File: src/rtl/hcu_pkg.sv
// hcu_pkg: shared register-index type, latency default and counter sizing for the issue scoreboard
package hcu_pkg;
  localparam int NREGS_DEF = 8;
  localparam int WB_LAT_DEF = 3;
  typedef logic [$clog2(NREGS_DEF)-1:0] reg_idx_t;
  function automatic int cnt_w(input int lat);
    return $clog2(lat + 1);
  endfunction
endpackage

File: src/rtl/issue_lane_check.sv
// issue_lane_check: source readiness plus intra-bundle RAW/WAW check against all older lanes
module issue_lane_check #(
  parameter int LANES = 2,
  parameter int NREGS = 8,
  parameter int LANE = 0,
  localparam int RW = $clog2(NREGS)
) (
  input  logic                valid,
  input  logic [RW-1:0]       rs_a,
  input  logic [RW-1:0]       rs_b,
  input  logic                rs_a_used,
  input  logic                rs_b_used,
  input  logic [LANES*RW-1:0] rd,
  input  logic [LANES-1:0]    rd_we,
  input  logic [NREGS-1:0]    ready,
  output logic                ok
);
  logic hazard;
  always_comb begin
    hazard = 1'b0;
    for (int j = 0; j < LANES; j++)
      if (j < LANE && rd_we[j] &&
          ((rs_a_used && rs_a == rd[j*RW +: RW]) ||
           (rs_b_used && rs_b == rd[j*RW +: RW]) ||
           (rd_we[LANE] && rd[LANE*RW +: RW] == rd[j*RW +: RW])))
        hazard = 1'b1;
  end
  assign ok = valid && !hazard && (!rs_a_used || ready[rs_a]) && (!rs_b_used || ready[rs_b]);
endmodule

File: src/rtl/issue_scoreboard.sv
// issue_scoreboard: in-order multi-lane issue gate with per-register writeback countdown.
// Define ISSUE_SCOREBOARD_FWD_EN to treat a source one cycle from writeback as ready (bypass).
module issue_scoreboard
  import hcu_pkg::*;
#(
  parameter int LANES = 2,
  parameter int NREGS = NREGS_DEF,
  parameter int WB_LAT = WB_LAT_DEF
) (
  input  logic                          clk,
  input  logic                          reset,
  input  logic [LANES-1:0]              valid_i,
  input  logic [LANES*$clog2(NREGS)-1:0] rs_a_i,
  input  logic [LANES*$clog2(NREGS)-1:0] rs_b_i,
  input  logic [LANES-1:0]              rs_a_used_i,
  input  logic [LANES-1:0]              rs_b_used_i,
  input  logic [LANES*$clog2(NREGS)-1:0] rd_i,
  input  logic [LANES-1:0]              rd_we_i,
  input  logic                          flush_i,
  output logic [LANES-1:0]              issue_o,
  output logic [NREGS-1:0]              busy_o,
  output logic [15:0]                   stall_cnt_o
);
  localparam int RW = $clog2(NREGS);
  localparam int CW = cnt_w(WB_LAT);
  logic [NREGS-1:0][CW-1:0] cnt;
  logic [NREGS-1:0] ready, load;
  logic [LANES-1:0] ok;
  logic go;
  always_comb begin
    busy_o = '0;
    ready = '0;
    for (int r = 0; r < NREGS; r++) begin
      busy_o[r] = cnt[r] != '0;
`ifdef ISSUE_SCOREBOARD_FWD_EN
      ready[r] = cnt[r] <= CW'(1);
`else
      ready[r] = cnt[r] == '0;
`endif
    end
  end
  for (genvar i = 0; i < LANES; i++) begin : g_lane
    issue_lane_check #(.LANES(LANES), .NREGS(NREGS), .LANE(i)) u_chk (
      .valid(valid_i[i]),
      .rs_a(rs_a_i[i*RW +: RW]),
      .rs_b(rs_b_i[i*RW +: RW]),
      .rs_a_used(rs_a_used_i[i]),
      .rs_b_used(rs_b_used_i[i]),
      .rd(rd_i),
      .rd_we(rd_we_i),
      .ready(ready),
      .ok(ok[i])
    );
  end
  // a lane issues only if every older lane did, keeping issue an in-order prefix
  always_comb begin
    issue_o = '0;
    go = !flush_i && !reset;
    for (int i = 0; i < LANES; i++) begin
      issue_o[i] = go && ok[i];
      go = issue_o[i];
    end
  end
  always_comb begin
    load = '0;
    for (int i = 0; i < LANES; i++)
      if (issue_o[i] && rd_we_i[i]) load[rd_i[i*RW +: RW]] = 1'b1;
  end
  always_ff @(posedge clk or posedge reset)
    if (reset) begin
      cnt <= '0;
      stall_cnt_o <= '0;
    end else begin
      for (int r = 0; r < NREGS; r++)
        cnt[r] <= load[r] ? CW'(WB_LAT) : (cnt[r] != '0 ? cnt[r] - CW'(1) : cnt[r]);
      if (valid_i[0] && !issue_o[0] && stall_cnt_o != 16'hFFFF)
        stall_cnt_o <= stall_cnt_o + 16'd1;
    end
endmodule
File: config.mk
export PLATFORM = sky130hd
export DESIGN_NAME = issue_scoreboard
export DESIGN_NICKNAME = d
export VERILOG_FILES = /design/src/rtl/hcu_pkg.sv /design/src/rtl/issue_lane_check.sv /design/src/rtl/issue_scoreboard.sv
export SDC_FILE = /design/constraint.sdc
export NUM_CORES = 1
export LEC_CHECK = 0
export ABC_AREA = 0
export CELL_PAD_IN_SITES_DETAIL_PLACEMENT = 0
export CELL_PAD_IN_SITES_GLOBAL_PLACEMENT = 1
export CORE_MARGIN = 5
export CORE_UTILIZATION = 30
export CTS_CLUSTER_DIAMETER = 80
export CTS_CLUSTER_SIZE = 30
export DETAILED_ROUTE_END_ITERATION = 6
export GPL_TIMING_DRIVEN = 0
export PLACE_DENSITY = 0.63
export SLEW_MARGIN = 20
export SYNTH_ARGS = -nofsm -noshare
export SYNTH_HDL_FRONTEND = slang
export SYNTH_SLANG_ARGS = --single-unit
File: constraint.sdc
create_clock -name clk -period 4.49 [get_ports clk]
set_input_delay 1.347 -clock clk [delete_from_list [all_inputs] [get_ports clk]]
set_output_delay 1.347 -clock clk [all_outputs]
set_load 0.02 [all_outputs]
== After elaboration in Yosys (flattened, before gate mapping) ==
Cells that the tools add are included.

* Register bits: 32
* Bits in latches: 0
* Bits in writable memories: 0
* ROM bits: 0
* Input port bits: 29
* Output and inout port bits: 26
* Logic and storage cells: 118
* Memories kept: 0

* Add/subtract/negate cells: 9
* Multipliers: 0
* Div/mod/pow operators: 0
* Magnitude comparators: 8
* Equality and inequality tests: 4
* Shift-type cells: 0
* Muxes and demuxes: 31
* Bitwise gates (word level): 1
* Reductions and logical operators: 56

{| class="wikitable"
|+ Operator list
! kind !! count
|-
| $mux 2 || 16
|-
| $reduce_bool 2->1 || 16
|-
| $lt 3x4->1 const B || 6
|-
| $logic_and 1x1->1 || 18
|-
| $add 16x1->16 const B || 1
|-
| $logic_not 2->1 || 8
|-
| $mux 8 || 2
|-
| $ne 16x16->1 const B || 1
|-
| $sub 2x1->2 const B || 8
|-
| $bmux 1 s3 || 4
|-
| $eq 3x3->1 || 3
|-
| $logic_not 1->1 || 8
|-
| $or 8x8->8 || 1
|-
| $mux 1 || 7
|-
| $demux 1 s3 || 2
|-
| $ge 3x1->1 const B || 2
|-
| $logic_or 1x1->1 || 6
|}

== Depth between registers and ports, before layout ==
Gate-level depths: netlist of run 1.

* Depth in word-level cells: 14
* Mapped depth: 11
* Depth with buffers taken out: 9

== Cells and area by module ==
A second synthesis of run 1 with hierarchy kept.

* Cells, all modules: 217
* Area total of the unflattened synthesis: 2,208.4 sq um

{| class="wikitable"
|+ By module, submodules not included
! module !! instances !! cells an instance !! area each (sq um) !! seq. area each (sq um)
|-
| issue_scoreboard || 1 || 185 || 1,810.5 || 800.8
|-
| issue_lane_check (g_lane[1].u_chk) || 1 || 23 || 256.5 || 0.0
|-
| issue_lane_check (g_lane[0].u_chk) || 1 || 9 || 141.4 || 0.0
|}

== Worst setup path after synthesis of run 1 ==
No wires, ideal clock.

* Kind: input to output
* From: in rs_a_i[1]
* To: out issue_o[1]
* Arrival time: 2.917 ns
* Data required time: 3.143 ns
* Setup slack: 0.226 ns
* Cell stages on the path: 9
* Buffers on the path: 2
* Cell sequence: buf_4 mux2i_1 mux4_2 a21oi_2 nand2_2 inv_2 nand2_1 a21oi_1 buf_4

* Longest elaborated chain between the ends: 7

{| class="wikitable"
|+ Ends and longest elaborated chain
! item !! RTL line !! RTL
|-
| from (decl) || issue_scoreboard.sv:13 || <nowiki>input logic [LANES*$clog2(NREGS)-1:0] rs_a_i,</nowiki>
|-
| $bmux 1 s3 || issue_lane_check.sv:28 || <nowiki>assign ok = valid && !hazard && (!rs_a_used || ready[rs_a]) && (!rs_b_used || ready[rs_b]);</nowiki>
|-
| $mux 1 (implied by the code) || issue_lane_check.sv:28 ||
|-
| $logic_or 1x1->1 || issue_lane_check.sv:28 ||
|-
| $logic_and 1x1->1 (2 in a row) || issue_lane_check.sv:28 ||
|-
| $logic_and 1x1->1 || issue_scoreboard.sv:60 || <nowiki>issue_o[i] = go && ok[i];</nowiki>
|-
| via issue_o[0] || issue_scoreboard.sv:20 || <nowiki>output logic [LANES-1:0] issue_o,</nowiki>
|-
| $logic_and 1x1->1 || issue_scoreboard.sv:60 ||
|-
| to (decl) || issue_scoreboard.sv:20 ||
|}

The timed path passes the listed nets, and every way through them passes these cells. The select of a mux whose other input is x is not followed.

== Final worst setup path of run 1 ==
* From: in rs_b_i[1]
* To: out issue_o[1]

* Longest elaborated chain between the ends: 6

{| class="wikitable"
|+ Ends and longest elaborated chain
! item !! RTL line !! RTL
|-
| from (decl) || issue_scoreboard.sv:14 || <nowiki>input logic [LANES*$clog2(NREGS)-1:0] rs_b_i,</nowiki>
|-
| $bmux 1 s3 || issue_lane_check.sv:28 ||
|-
| $mux 1 (implied by the code) || issue_lane_check.sv:28 ||
|-
| $logic_or 1x1->1 || issue_lane_check.sv:28 ||
|-
| $logic_and 1x1->1 || issue_lane_check.sv:28 ||
|-
| $logic_and 1x1->1 (2 in a row) || issue_scoreboard.sv:60 ||
|}

Every way passes these cells. The select of a mux whose other input is x is not followed.

==> results of run 1 <==
cell usage in the layout (no fill, tap or decap), types with 3 or more instances in the layout:
cell type / netlist / layout
nor2_1: 7 / 7
dfrtp_1: 32 / 32
clkbuf_1: 3 / 4
clkdlybuf4s50_1: 0 / 44
o211ai_1: 8 / 8
inv_1: 30 / 29
nand3_1: 14 / 14
or3_1: 3 / 3
nand4_1: 13 / 13
and3_1: 7 / 7
o2111ai_1: 4 / 4
nand2_1: 17 / 17
mux2i_1: 5 / 4
a21oi_1: 6 / 6
xnor2_1: 23 / 23
buf_4: 3 / 9
buf_2: 4 / 4
o311ai_1: 4 / 4
mux2_2: 5 / 5
ha_1: 9 / 9
xor2_1: 9 / 9
clkbuf_8: 0 / 5
cells by family after synthesis:
group	synth area share
AOI/OAI and AO/OA	0.132
xor gates and xnor gates	0.123
adders and majority gates	0.0494
buffers and inverters	0.0763
DFF	0.351
muxes	0.0780
and+or+nand+nor	0.189
routing by layer:
layer	vias to the layer above	wire, um	global-route usage
li1	964	-	-
met1	869	2860	0.174
met2	57	2670	0.205
met3	8	412	0.0488
met4	0	90	0.0313
met5	-	0	0
flip-flops by register name, summed over array words and instances, names as in the netlist:
register	count
cnt	16
stall_cnt_o	16
cell type report:
cell class,count,area (um^2)
fill,735,4250
tap,99,124
timing repair buffer,54,527
clock buffer,6,72.6
inverter,32,123
sequential,32,801
buffer,10,53.8
clock inverter,2,35.0
multi-input combinational,163,1340
cell usage after synthesis (all sizes together), types with 2 or more instances:
cell	n
o211ai	8
a2111oi	2
xnor2	23
buf	7
mux2	5
a21oi	8
mux4	3
nand4	13
nor2	7
o2111a	2
and3	7
nor2b	2
nand3	14
and2	2
xor2	9
o311ai	4
clkbuf	3
nand3b	2
dfrtp	32
or3	3
o2111ai	4
inv	32
nand2	19
mux2i	5
ha	9
power by group through the flow:
stage               Sequential, mW  Combinational, mW  Clock [mW]
floorplan                    0.503              0.586           0
global placement             0.483              0.902           0
detailed placement           0.481              0.912           0
CTS                          0.477              0.943       0.283
global route                 0.492               1.03       0.296
finish                       0.476              0.925       0.273
repair_timing:
| item | in CTS | in global routing |
|---|---|---|
| endpoints found under the setup margin | 2 | 2 |
| gates resized for setup | 16 | 2 |
| cloned | 0 | 0 |
| setup buffers | 5 | 0 |
| pin swaps | 3 | 2 |
path summary, 6_finish.rpt:
kind,startpoint,endpoint,slack [ns],cells past startpoint
worst max register to register,cnt[4],stall_cnt_o[15],1.98,10
max in group asynchronous,reset,stall_cnt_o[11],2.51,2
worst min-delay path,stall_cnt_o[9],stall_cnt_o[9],0.49,1
worst max-delay path,rs_b_i[1],issue_o[1],0.1,10
min in group asynchronous,reset,cnt[9],1.53,2
worst min register to register,stall_cnt_o[9],stall_cnt_o[9],0.49,1
critical path, cell delays in order:
cell and delay, ns:
clkdlybuf4s50_1 0.52, inv_1 0.08, o2111a_1 0.15, o41ai_4 0.38
nand2_4 0.11, inv_4 0.07, nand2_1 0.04, a21oi_1 0.11
buf_4 0.11, buf_4 0.12
==> results.cfg, run 1 <==
[run_status]
status = complete, no violations

[critical_path]
critPathMaxFanout = 3
cp.arrival_ns = 3.05
critPathCaptureType = primary output
crit_required_ns = 3.14
critical_path.startpoint_type = input pin
crit_type = in -> out

[power_and_ir_drop]
power.switching_mw = 0.663
leakagePower_nw = 1.32
pwr-share-clk = 0.163
seq_power_share = 0.285
p_comb_frac = 0.553
switching_share = 0.396
power.internal_mw = 1.01
p_per_area_mw_per_mm2 = 543
ir_worst_vdd_mv = 0.237
total_power_mw = 1.67

[cts]
numClockSinks = 32
clockBufferDepth = 2
clk_latency_ns = 0.29
cts_root_buffer = clkbuf_8
postCtsHoldBufs = 0
cts_made_buffers = 5
htreeDepth = 2
clk_pin_slew_ns = 0.06
tritoncts = done

[floorplanning]
start_util = 0.311
io_pins = 55
core_mm2 = 0.00733
die_h_um = 97.2
dieArea_mm2 = 0.00944
num_rows = 31
fp.dieW_um = 97.2

[sta]
setup_viol = 0
hold_violations = 0
setup_tns_ns = 0
hold_slack_ns = 0.492
skew_ns = 0.00696
rsz0062_at_grt = false
fin_crit_sh = 0.979
fmax_mhz = 228
fin_ws_ns = 0.0957
slew_headroom = 0.539
min_period_ns = 4.39
slew_viol_final = 0
worst_pin_slew_ns = 0.690

[global_routing]
grt_pass1_vias = 1989
grt_use_total = 0.132
antenna_found_initial = 0
grt_max_degree = 33
grt_pass1_wl_um = 10200
gr-total-overflow = 0

[final_layout]
post-route-util = 0.420
areaGrowthSynthToFinish_pct = 35.1
final_cells = 398
final_nets = 336
drive_gt1_frac = 0.144
diodes = 0
finalInstanceArea_mm2 = 0.00308

[placed_design]
placedCellCount = 385
port_buffers = 49
dp_slack_ns = -0.911
placed_cell_area_mm2 = 0.00289
gp_congestion = 0.780
dpl.hpwl_um = 4630

[yosys]
synth_seq_cells = 32
synth_nets = 275
yosysTopAreaCellShare = 0.351
avgSynthCellArea_um2 = 9.61
yosysWarnings = 0
synthCells = 237
yosysSeqAreaShare = 0.351
ys_async_sr_fraction = 1.00
synth_edf_count = 0
ys_top_cells_by_area = dfrtp_1 (35%), xnor2_1 (8.8%), ha_1 (4.9%), inv_1 (4.9%), nand4_1 (3.6%)
yosysUniqueCellTypes = 43
yosysTopAreaCell = dfrtp_1
syn_area_mm2 = 0.00228
synthFlopType = dfrtp_1

[run]
maxCapViolations = 0

[detailed_routing]
first_pass_iters = 4
antenna_violating_nets_post_route = 0
drt_iter0_markers = 79
vias_per_cell = 4.77
vias = 1898
routedWlPerCell_um = 15.1
drcViolationCount = 0
wirelength_um = 6030

[hold_path]
hp-class = reg -> reg
No activity file was read; power rests on OpenSTA's default activity.
==> inputs of run 2 (changes only) <==
--- a/config.mk
+++ b/config.mk
@@ -15,6 +15,7 @@
 export DETAILED_ROUTE_END_ITERATION = 6
 export GPL_TIMING_DRIVEN = 0
 export PLACE_DENSITY = 0.63
+export SETUP_SLACK_MARGIN = 0.1
 export SLEW_MARGIN = 20
 export SYNTH_ARGS = -nofsm -noshare
 export SYNTH_HDL_FRONTEND = slang
==> constraint.sdc (replaced) <==
create_clock -name clk -period 5.4 [get_ports clk]
set_input_delay 1.08 -clock clk [delete_from_list [all_inputs] [get_ports clk]]
set_output_delay 1.08 -clock clk [all_outputs]
set_load 0.02 [all_outputs]
==> run 2 against run 1 <==
Via count decreased by 0.84%. Die area unchanged. Core utilization decreased by 1.1 points. Clock power decreased by 18%. Final area decreased by 2.6%. Sequential share of layout area increased by 0.68 points. First-iteration DRC count decreased by 18%. Register-to-register slack improved by 0.93 ns. Worst setup slack improved by 0.47 ns. Final cell count decreased by 1.3%. Routed wire length decreased by 2.0%. Highest routed layer unchanged.
==> results.cfg, run 2 (same netlist as run 1, synthesis figures left out) <==
[run_status]
status = complete, no violations

[critical_path]
critPathMaxFanout = 8
reg2reg_from = cnt[2]
critical_path.startpoint_type = input pin
critPathCaptureType = primary output
worstSetupEndpoint = issue_o[1]
reg2reg_to = cnt[7]
path_cells = clkdlybuf4s50_1 -> nand2_1 -> o2111a_1 -> o41ai_2 -> nand2_2 -> inv_2 -> nand2_1 -> a21oi_1 -> buf_4 -> clkdlybuf4s50_1
cp.arrival_ns = 3.76
crit_required_ns = 4.32
rr_worst_depth = 9
crit_slowest_cell = clkdlybuf4s50_1
r2r_setup_slack_ns = 2.91
crit_type = in -> out
worst-path-stages = 10
crit_path_start = rs_b_i[2]
cpLargestDelayFamily = buffers and inverters
crit_buf_inv = 4
critPathMaxStageDelay_ns = 0.63

[detailed_routing]
antenna_violating_nets_post_route = 0
routedWlPerCell_um = 15.0
wirelength_um = 5910
drcViolationCount = 0
first_pass_iters = 4
drt_iter0_markers = 65
vias = 1882
vias_per_cell = 4.79

[sta]
setup_viol = 0
min_period_ns = 4.84
skew_ns = 0.00647
setup_tns_ns = 0
slew_headroom = 0.542
worst_pin_slew_ns = 0.685
fmax_mhz = 207
fin_crit_sh = 0.896
slew_viol_final = 0
rsz0062_at_grt = false
hold_slack_ns = 0.492
hold_violations = 0
fin_ws_ns = 0.563

[cts]
cts_setup_buffers = 0
cts_made_buffers = 5
cts_resized = 0
tritoncts = done
htreeDepth = 2
numClockSinks = 32
postCtsHoldBufs = 0
clk_latency_ns = 0.28
clockBufferDepth = 2
clk_pin_slew_ns = 0.06
cts_root_buffer = clkbuf_8

[final_layout]
final_nets = 331
final_common_cell = clkdlybuf4s50_1
diodes = 0
drive_gt1_frac = 0.116
areaGrowthSynthToFinish_pct = 31.7
finalInstanceArea_mm2 = 0.00300
top_regs = cnt x16, stall_cnt_o x16
post-route-util = 0.409
final_cells = 393
final_cell_mix = clkdlybuf4s50_1 (49), dfrtp_1 (32), inv_1 (29), xnor2_1 (23), nand2_1 (17)

[placed_design]
gp_congestion = 0.780
dpl.hpwl_um = 4630
placed_cell_area_mm2 = 0.00289
port_buffers = 49
dp_slack_ns = 0.533
placedCellCount = 385

[floorplanning]
die_h_um = 97.2
core_mm2 = 0.00733
start_util = 0.311
dieArea_mm2 = 0.00944
num_rows = 31
io_pins = 55
fp.dieW_um = 97.2

[hold_path]
hp-class = reg -> reg

[power_and_ir_drop]
leakagePower_nw = 1.27
p_per_area_mw_per_mm2 = 456
total_power_mw = 1.37
ir_worst_vdd_mv = 0.197

[global_routing]
grt_max_degree = 33
antenna_found_initial = 0
grt_pass1_vias = 1934
grt_use_total = 0.131
grt_pass1_wl_um = 10100
gr-total-overflow = 0

[run]
maxCapViolations = 0
run 2: layout make-up:
cell class / count / area [um^2]
buffer: 10 / 53.8
clock buffer: 6 / 72.6
clock inverter: 2 / 35.0
fill: 735 / 4330
inverter: 32 / 120
multi-input combinational: 163 / 1300
sequential: 32 / 801
tap: 99 / 124
timing repair buffer: 49 / 490
run 2: power breakdown:
part	internal (mW)	leakage (nW)	switching [mW]	total (mW)
Combinational	0.360	0.815	0.388	0.748
Sequential	0.333	0.399	0.0627	0.396
Clock	0.137	0.0552	0.0883	0.225
run 2: how the worst min path moves through the flow:
stage / start / end / cells after the start
after floorplan: cnt[13] / cnt[13] / 2
after global routing: stall_cnt_o[12] / stall_cnt_o[12] / 1
after global placement: stall_cnt_o[7] / stall_cnt_o[7] / 1
after CTS: stall_cnt_o[9] / stall_cnt_o[9] / 1
final: stall_cnt_o[9] / stall_cnt_o[9] / 1
after detailed placement: stall_cnt_o[9] / stall_cnt_o[9] / 1
run 2: metal layers:
metal	part of all wire	global-route usage	vias up
li1	-	-	955
met1	0.48	0.173	861
met2	0.43	0.199	56
met3	0.066	0.0481	10
met4	0.018	0.0378	0
met5	0	0	-
